<file path="config.mk">
export PLATFORM = sky130hd
export DESIGN_NAME = tpcd_pattern_gen_flat
export DESIGN_NICKNAME = d
export VERILOG_FILES = /design/src/rtl/tpcd_pkg.sv /design/src/rtl/tpcd_pattern_gen_if.sv /design/src/rtl/tpcd_lfsr16.sv /design/src/rtl/tpcd_pattern_gen.sv /design/src/flat_wrapper.sv
export SDC_FILE = /design/constraint.sdc
export NUM_CORES = 1
export LEC_CHECK = 0
export ABC_AREA = 1
export CAP_MARGIN = 25
export CORE_ASPECT_RATIO = 1.5
export CORE_MARGIN = 4
export CORE_UTILIZATION = 52
export CTS_BUF_LIST = sky130_fd_sc_hd__clkbuf_16
export DETAILED_ROUTE_END_ITERATION = 10
export PLACE_DENSITY = 0.8
export SLEW_MARGIN = 20
export SYNTH_ARGS = -nofsm -noshare
export SYNTH_HDL_FRONTEND = slang
export SYNTH_HIERARCHICAL = 1
export SYNTH_SLANG_ARGS = --single-unit
</file>
<file path="constraint.sdc">
create_clock -name clk -period 2.2 [get_ports clk]
set_input_delay 0.22 -clock clk [delete_from_list [all_inputs] [get_ports clk]]
set_output_delay 0.22 -clock clk [all_outputs]
set_load 0.02 [all_outputs]
</file>
<file path="src/rtl/tpcd_pkg.sv">
// tpcd_pkg: shared states, constants and field widths for the dartboard pattern generator
package tpcd_pkg;
    typedef enum logic [2:0] {IDLE, SCORE, GAP, DART, WAIT_RESP} state_t;
    localparam int NUM_SCORES = 16;
    localparam logic [15:0] DEFAULT_SEED = 16'hACE1;
    localparam int SCORE_W = 3;
    localparam int DART_W = 4;
    localparam int ROT_W = 3;
    localparam int SUM_W = 7;
    function automatic logic [4:0] dart_count(input logic [3:0] n);
        return n == 4'd0 ? 5'd16 : {1'b0, n};
    endfunction
endpackage

</file>
<file path="src/rtl/tpcd_pattern_gen_if.sv">
// tpcd_pattern_gen_if: stimulus/response bus between the pattern generator and the scoring core
interface tpcd_pattern_gen_if;
    import tpcd_pkg::*;
    logic               in_valid_1;
    logic [SCORE_W-1:0] in_score;
    logic               in_valid_2;
    logic [DART_W-1:0]  in_dart;
    logic [ROT_W-1:0]   in_rotation;
    logic               rotate_flag;
    logic               out_valid;
    logic [SUM_W-1:0]   out_sum;
    modport master(output in_valid_1, in_score, in_valid_2, in_dart, in_rotation, rotate_flag,
                   input out_valid, out_sum);
    modport slave(input in_valid_1, in_score, in_valid_2, in_dart, in_rotation, rotate_flag,
                  output out_valid, out_sum);
endinterface

</file>
<file path="src/rtl/tpcd_lfsr16.sv">
// tpcd_lfsr16: 16-bit Galois LFSR with seed load (zero seed replaced by the default)
module tpcd_lfsr16
    import tpcd_pkg::*;
#(
    parameter logic [15:0] TAPS = 16'hB400
) (
    input  logic        clk,
    input  logic        rst_n,
    input  logic        load,
    input  logic        step,
    input  logic [15:0] seed,
    output logic [7:0]  field
);
    logic [15:0] value;
    always_ff @(posedge clk or negedge rst_n) begin
        if (!rst_n) value <= DEFAULT_SEED;
        else if (load) value <= seed == 16'h0000 ? DEFAULT_SEED : seed;
        else if (step) value <= (value >> 1) ^ (value[0] ? TAPS : 16'h0000);
    end
    assign field = value[7:0];
endmodule

</file>
<file path="src/rtl/tpcd_pattern_gen.sv">
// tpcd_pattern_gen: drives score/dart bursts into the scoring core and captures its result
module tpcd_pattern_gen
    import tpcd_pkg::*;
#(
    parameter int          GAP_CYCLES = 2,
    parameter int          TIMEOUT    = 100,
    parameter logic [15:0] LFSR_TAPS  = 16'hB400
) (
    input  logic               clk,
    input  logic               rst_n,
    input  logic               start,
    input  logic [15:0]        seed,
    input  logic [3:0]         num_darts,
    tpcd_pattern_gen_if.master core,
    output logic               busy,
    output logic               done,
    output logic               timeout,
    output logic [SUM_W-1:0]   result_sum
);
    localparam int CMAX = TIMEOUT > GAP_CYCLES ? TIMEOUT : GAP_CYCLES;
    localparam int CW = $clog2((CMAX > NUM_SCORES ? CMAX : NUM_SCORES) + 1);
    state_t state, next;
    logic [CW-1:0] cnt, cnt_n;
    logic [4:0] darts;
    logic [7:0] field;
    logic accept, finish;
    assign accept = state == IDLE && start;
    assign finish = state == WAIT_RESP && next == IDLE;
    tpcd_lfsr16 #(.TAPS(LFSR_TAPS)) u_lfsr (
        .clk   (clk),
        .rst_n (rst_n),
        .load  (accept),
        .step  (state == SCORE || state == DART),
        .seed  (seed),
        .field (field)
    );
    always_comb begin
        next = state;
        cnt_n = cnt + CW'(1);
        case (state)
            IDLE: begin
                cnt_n = '0;
                if (start) next = SCORE;
            end
            SCORE: if (cnt == CW'(NUM_SCORES - 1)) begin
                next = GAP;
                cnt_n = '0;
            end
            GAP: if (cnt == CW'(GAP_CYCLES - 1)) begin
                next = DART;
                cnt_n = '0;
            end
            DART: if (cnt == CW'(darts) - CW'(1)) begin
                next = WAIT_RESP;
                cnt_n = '0;
            end
            // a response on the final counted cycle wins over the timeout
            WAIT_RESP: if (core.out_valid || cnt == CW'(TIMEOUT - 1)) begin
                next = IDLE;
                cnt_n = '0;
            end
            default: begin
                next = IDLE;
                cnt_n = '0;
            end
        endcase
    end
    always_ff @(posedge clk or negedge rst_n) begin
        if (!rst_n) begin
            state <= IDLE;
            cnt <= '0;
            darts <= '0;
            busy <= 1'b0;
            done <= 1'b0;
            timeout <= 1'b0;
            result_sum <= '0;
            core.in_valid_1 <= 1'b0;
            core.in_score <= '0;
            core.in_valid_2 <= 1'b0;
            core.in_dart <= '0;
            core.in_rotation <= '0;
            core.rotate_flag <= 1'b0;
        end else begin
            state <= next;
            cnt <= cnt_n;
            busy <= next != IDLE;
            done <= finish;
            core.in_valid_1 <= state == SCORE;
            core.in_score <= state == SCORE ? field[2:0] : '0;
            core.in_valid_2 <= state == DART;
            core.in_dart <= state == DART ? field[3:0] : '0;
            core.in_rotation <= state == DART ? field[6:4] : '0;
            core.rotate_flag <= state == DART && field[7];
            if (accept) begin
                darts <= dart_count(num_darts);
                timeout <= 1'b0;
                result_sum <= '0;
            end
            if (finish) begin
                timeout <= !core.out_valid;
                result_sum <= core.out_valid ? core.out_sum : '0;
            end
        end
    end
endmodule

</file>
<file path="src/flat_wrapper.sv">
// flat-port wrapper written by rule: the top's interface ports become plain ports
module tpcd_pattern_gen_flat import tpcd_pkg::*;
#(
    parameter int          GAP_CYCLES = 2,
    parameter int          TIMEOUT    = 100,
    parameter logic [15:0] LFSR_TAPS  = 16'hB400
)
  (clk, rst_n, start, seed, num_darts, busy, done, timeout, result_sum, core_in_valid_1, core_in_score, core_in_valid_2, core_in_dart, core_in_rotation, core_rotate_flag, core_out_valid, core_out_sum);
  tpcd_pattern_gen_if core_i ();
  input  logic clk;
  input  logic rst_n;
  input  logic start;
  input  logic [15:0] seed;
  input  logic [3:0] num_darts;
  output logic busy;
  output logic done;
  output logic timeout;
  output logic [SUM_W-1:0] result_sum;
  output wire logic [$bits(core_i.in_valid_1)-1:0] core_in_valid_1;
  output wire logic [$bits(core_i.in_score)-1:0] core_in_score;
  output wire logic [$bits(core_i.in_valid_2)-1:0] core_in_valid_2;
  output wire logic [$bits(core_i.in_dart)-1:0] core_in_dart;
  output wire logic [$bits(core_i.in_rotation)-1:0] core_in_rotation;
  output wire logic [$bits(core_i.rotate_flag)-1:0] core_rotate_flag;
  input wire logic [$bits(core_i.out_valid)-1:0] core_out_valid;
  input wire logic [$bits(core_i.out_sum)-1:0] core_out_sum;
  assign core_in_valid_1 = core_i.in_valid_1;
  assign core_in_score = core_i.in_score;
  assign core_in_valid_2 = core_i.in_valid_2;
  assign core_in_dart = core_i.in_dart;
  assign core_in_rotation = core_i.in_rotation;
  assign core_rotate_flag = core_i.rotate_flag;
  assign core_i.out_valid = core_out_valid;
  assign core_i.out_sum = core_out_sum;
  tpcd_pattern_gen #(.GAP_CYCLES(GAP_CYCLES), .TIMEOUT(TIMEOUT), .LFSR_TAPS(LFSR_TAPS)) u_core (.clk(clk), .rst_n(rst_n), .start(start), .seed(seed), .num_darts(num_darts), .core(core_i), .busy(busy), .done(done), .timeout(timeout), .result_sum(result_sum));
endmodule
</file>
==> flow_summary.json, run 1 <==
{
  "outcome": "completed",
  "max_freq_ghz": 0.485,
  "rows": 32,
  "drv_slew": 0,
  "synth_fp_nets": 382,
  "avgViaCountPerCell": 5.18,
  "synthTopCellsByArea": "dfrtp_1 41%, nand2_1 11%, nor2_1 8.1%",
  "grt_pass1_wl_um": 10300,
  "synth_flop_cell": "dfrtp_1",
  "crit_slowest_cell": "dfrtp_1",
  "hpwl_um": 4670,
  "maxCapViolations": 0,
  "cp_data_arrival_time_ns": 2.23,
  "antennaDiodeCount": 0,
  "clk_latency_ns": 0.29,
  "num_vias": 2448,
  "ys_ff_latch": 54,
  "overflow": 0,
  "ys_seq_area_frac": 0.482,
  "ff2ff_setup_slack_ns": 0.14,
  "ios": 54,
  "cp_data_required_time_ns": 2.37,
  "finalHoldViolCount": 0,
  "drtAntennaViolNets": 0,
  "first_global_vias": 2352,
  "cts-root-to-sink-buffers": 2,
  "h-tree-depth": 2,
  "synthCells": 348,
  "die_w_um": 68.2,
  "grt_use_total": 0.198,
  "core_um2": 5200,
  "netlist.top_cell.by_area": "dfrtp_1",
  "power.total_mw": 4.56,
  "area_growth_pct": 28.1,
  "skew_ns": 0.00518,
  "slowest_delay_ns": 0.45,
  "numPortBuffers": 53,
  "fin_util": 0.694,
  "worstHoldPathType": "in2async",
  "ir_drop_v": 0.000659,
  "die_area_um2": 6700,
  "critPathMaxFanout": 9,
  "rr_worst_depth": 10,
  "worstSetupPathType": "reg2reg",
  "setup_viol": 0,
  "drtIter0Drc": 164,
  "synth_cell_types": 35,
  "grt_max_degree": 25,
  "end_kind": "flop",
  "relSlewSlack": 0.742,
  "fin_crit_ns": 2.06,
  "finalCritPeriodShare": 0.937,
  "path_cells": "ha_1 -> nand3_2 -> nor4_2 -> nor2_1 -> nor2_4 -> nand3_4 -> nor2_8 -> nand2_4 -> nand3_1 -> nand2_1",
  "cts_tree": "yes",
  "clk_pin_slew_ns": 0.07,
  "dr.pass1.iters": 5,
  "drc": 0,
  "synth_enable_flop_cells": 0,
  "clk_root_buffer_cell": "clkbuf_16",
  "power_leakage_nw": 1.74,
  "cts_buffers": 5,
  "start_kind": "flop",
  "yosysTopAreaCellShare": 0.408,
  "initial_core_util": 0.542,
  "fin_nets": 438,
  "avgSynthCellArea_um2": 8.11,
  "drive_gt1_frac": 0.156,
  "synth_warnings": 6,
  "antenna_found_initial": 0,
  "drt-total-wl_um": 6120,
  "dieHeight_um": 98.2,
  "worst_slew_pin_slew_ns": 0.387,
  "gp_congestion": 0.807,
  "cts.sinks": 54,
  "synthArstFlopShare": 1.00,
  "wire_per_inst_um": 12.9,
  "p_per_area_nw_per_um2": 1260,
  "syn_area_um2": 2820
}
-- metrics by stage --
step / area, µm² / instances / setup TNS, ns / setup WS (ns) / hold slack, ns
6_report: 3610 / 473 / 0 / 0.139 / 0.321
4_1_cts: 3570 / 470 / 0 / 0.111 / 0.336
5_1_grt: 3610 / 473 / -0.0336 / -0.0336 / 0.352
2_1_floorplan: 2820 / 348 / 0 / 0.349 / -0.0756
3_3_place_gp: 3370 / 461 / 0 / 0.243 / 0.0763
3_5_place_dp: 3370 / 461 / 0 / 0.106 / 0.0848
-- logic make-up after synthesis --
logic type / Yosys count / synth area share
compound gates: 32 / 0.0647
xor+xnor: 4 / 0.0124
buf+inv: 58 / 0.101
flops: 54 / 0.482
simple gates: 197 / 0.327
fa+ha+maj: 3 / 0.0133
-- worst paths after layout --
path,start,endpoint
worst min register to register,u_core/u_lfsr/value[15]$_DFFE_PN1P_,u_core/u_lfsr/value[15]$_DFFE_PN1P_
worst max register to register,u_core/cnt[0]$_DFF_PN0_,u_core/result_sum[5]$_DFFE_PN0P_
max in group asynchronous,rst_n,u_core/u_lfsr/value[7]$_DFFE_PN1P_
worst max-delay path,u_core/cnt[0]$_DFF_PN0_,u_core/result_sum[5]$_DFFE_PN0P_
worst min-delay path,rst_n,u_core/core.in_dart[2]$_DFF_PN0_
min in group clk,u_core/u_lfsr/value[15]$_DFFE_PN1P_,u_core/u_lfsr/value[15]$_DFFE_PN1P_
-- routing by layer --
layer / track usage / part of all wire / vias up
li1: - / - / 1204
met1: 0.224 / 0.39 / 1173
met2: 0.363 / 0.55 / 60
met3: 0.0253 / 0.039 / 11
met4: 0.0720 / 0.020 / 0
met5: 0 / 0 / -
-- sequential cells by signal (all words and copies together), names as in the netlist --
| name | count |
|---|---|
| u_core/core.in_valid_1 | 1 |
| u_core/busy | 1 |
| u_core/done | 1 |
| u_core/core.rotate_flag | 1 |
| u_core/state | 3 |
| u_core/cnt | 7 |
| u_core/u_lfsr/value | 16 |
| u_core/core.in_dart | 4 |
| u_core/result_sum | 7 |
| u_core/timeout | 1 |
| u_core/core.in_valid_2 | 1 |
| u_core/core.in_rotation | 3 |
| u_core/core.in_score | 3 |
| u_core/darts | 5 |
-- cell type report --
cell class              count  area [µm²]
flip-flops and latches     54        1360
clock inverters             3        63.8
repair buffers             65         622
inverters                  42         160
well taps                  68        85.1
multi-input cells         236        1200
fillers                   435        1590
clock buffers               5         125
-- power breakdown --
| group | switching, mW | internal (mW) |
|---|---|---|
| registers | 0.242 | 1.38 |
| logic | 1.16 | 0.810 |
| clock network | 0.328 | 0.647 |
| total | 1.73 | 2.83 |
-- cell usage in the layout, fill, tap and decap left out, types with 3 or more instances in the layout --
cell,synthesis,final
clkbuf_16,0,5
nor2_2,2,3
dfrtp_1,46,46
o21ai_1,9,9
inv_2,12,12
clkdlybuf4s50_1,0,52
dfstp_2,8,8
nor2_1,61,60
nand3_1,20,19
inv_1,28,28
o21ai_0,9,9
nand2_2,4,4
xnor2_1,3,3
a21oi_1,10,10
nand4_1,10,10
nor3_1,3,3
nand2_1,84,84
buf_4,8,10
nand3_2,4,5
-- synth_stat cells (4+ instances only) --
master   number
nand2_1      84
nor2_1       61
dfrtp_1      46
inv_1        28
nand3_1      20
inv_2        12
a21oi_1      10
nand4_1      10
o21ai_0       9
o21ai_1       9
buf_4         8
dfstp_2       8
buf_6         4
nand2_2       4
nand3_2       4
-- critical path: cells and delay by family, from the launching register on --
kind | cells | cell delay, ns
and+or+nand+nor | 9 | 1.21
adders and majority gates | 1 | 0.28
DFF | 1 | 0.45
-- repair_timing --
item                                    in CTS  in global routing
endpoints found under the setup margin       0                 13
endpoints found under the hold margin        6                  0
buffers inserted                             0                  3
hold buffers                                 1                  0
resized for setup                            0                  4
Power figures use the tool's default switching activity.
==> run 2, diff against run 1 <==
- CTS_CLUSTER_DIAMETER: not set -> 40
- CTS_CLUSTER_SIZE: not set -> 40
==> results of run 2 <==
No change in the layout: final DEF, timing and power equal those of run 1.
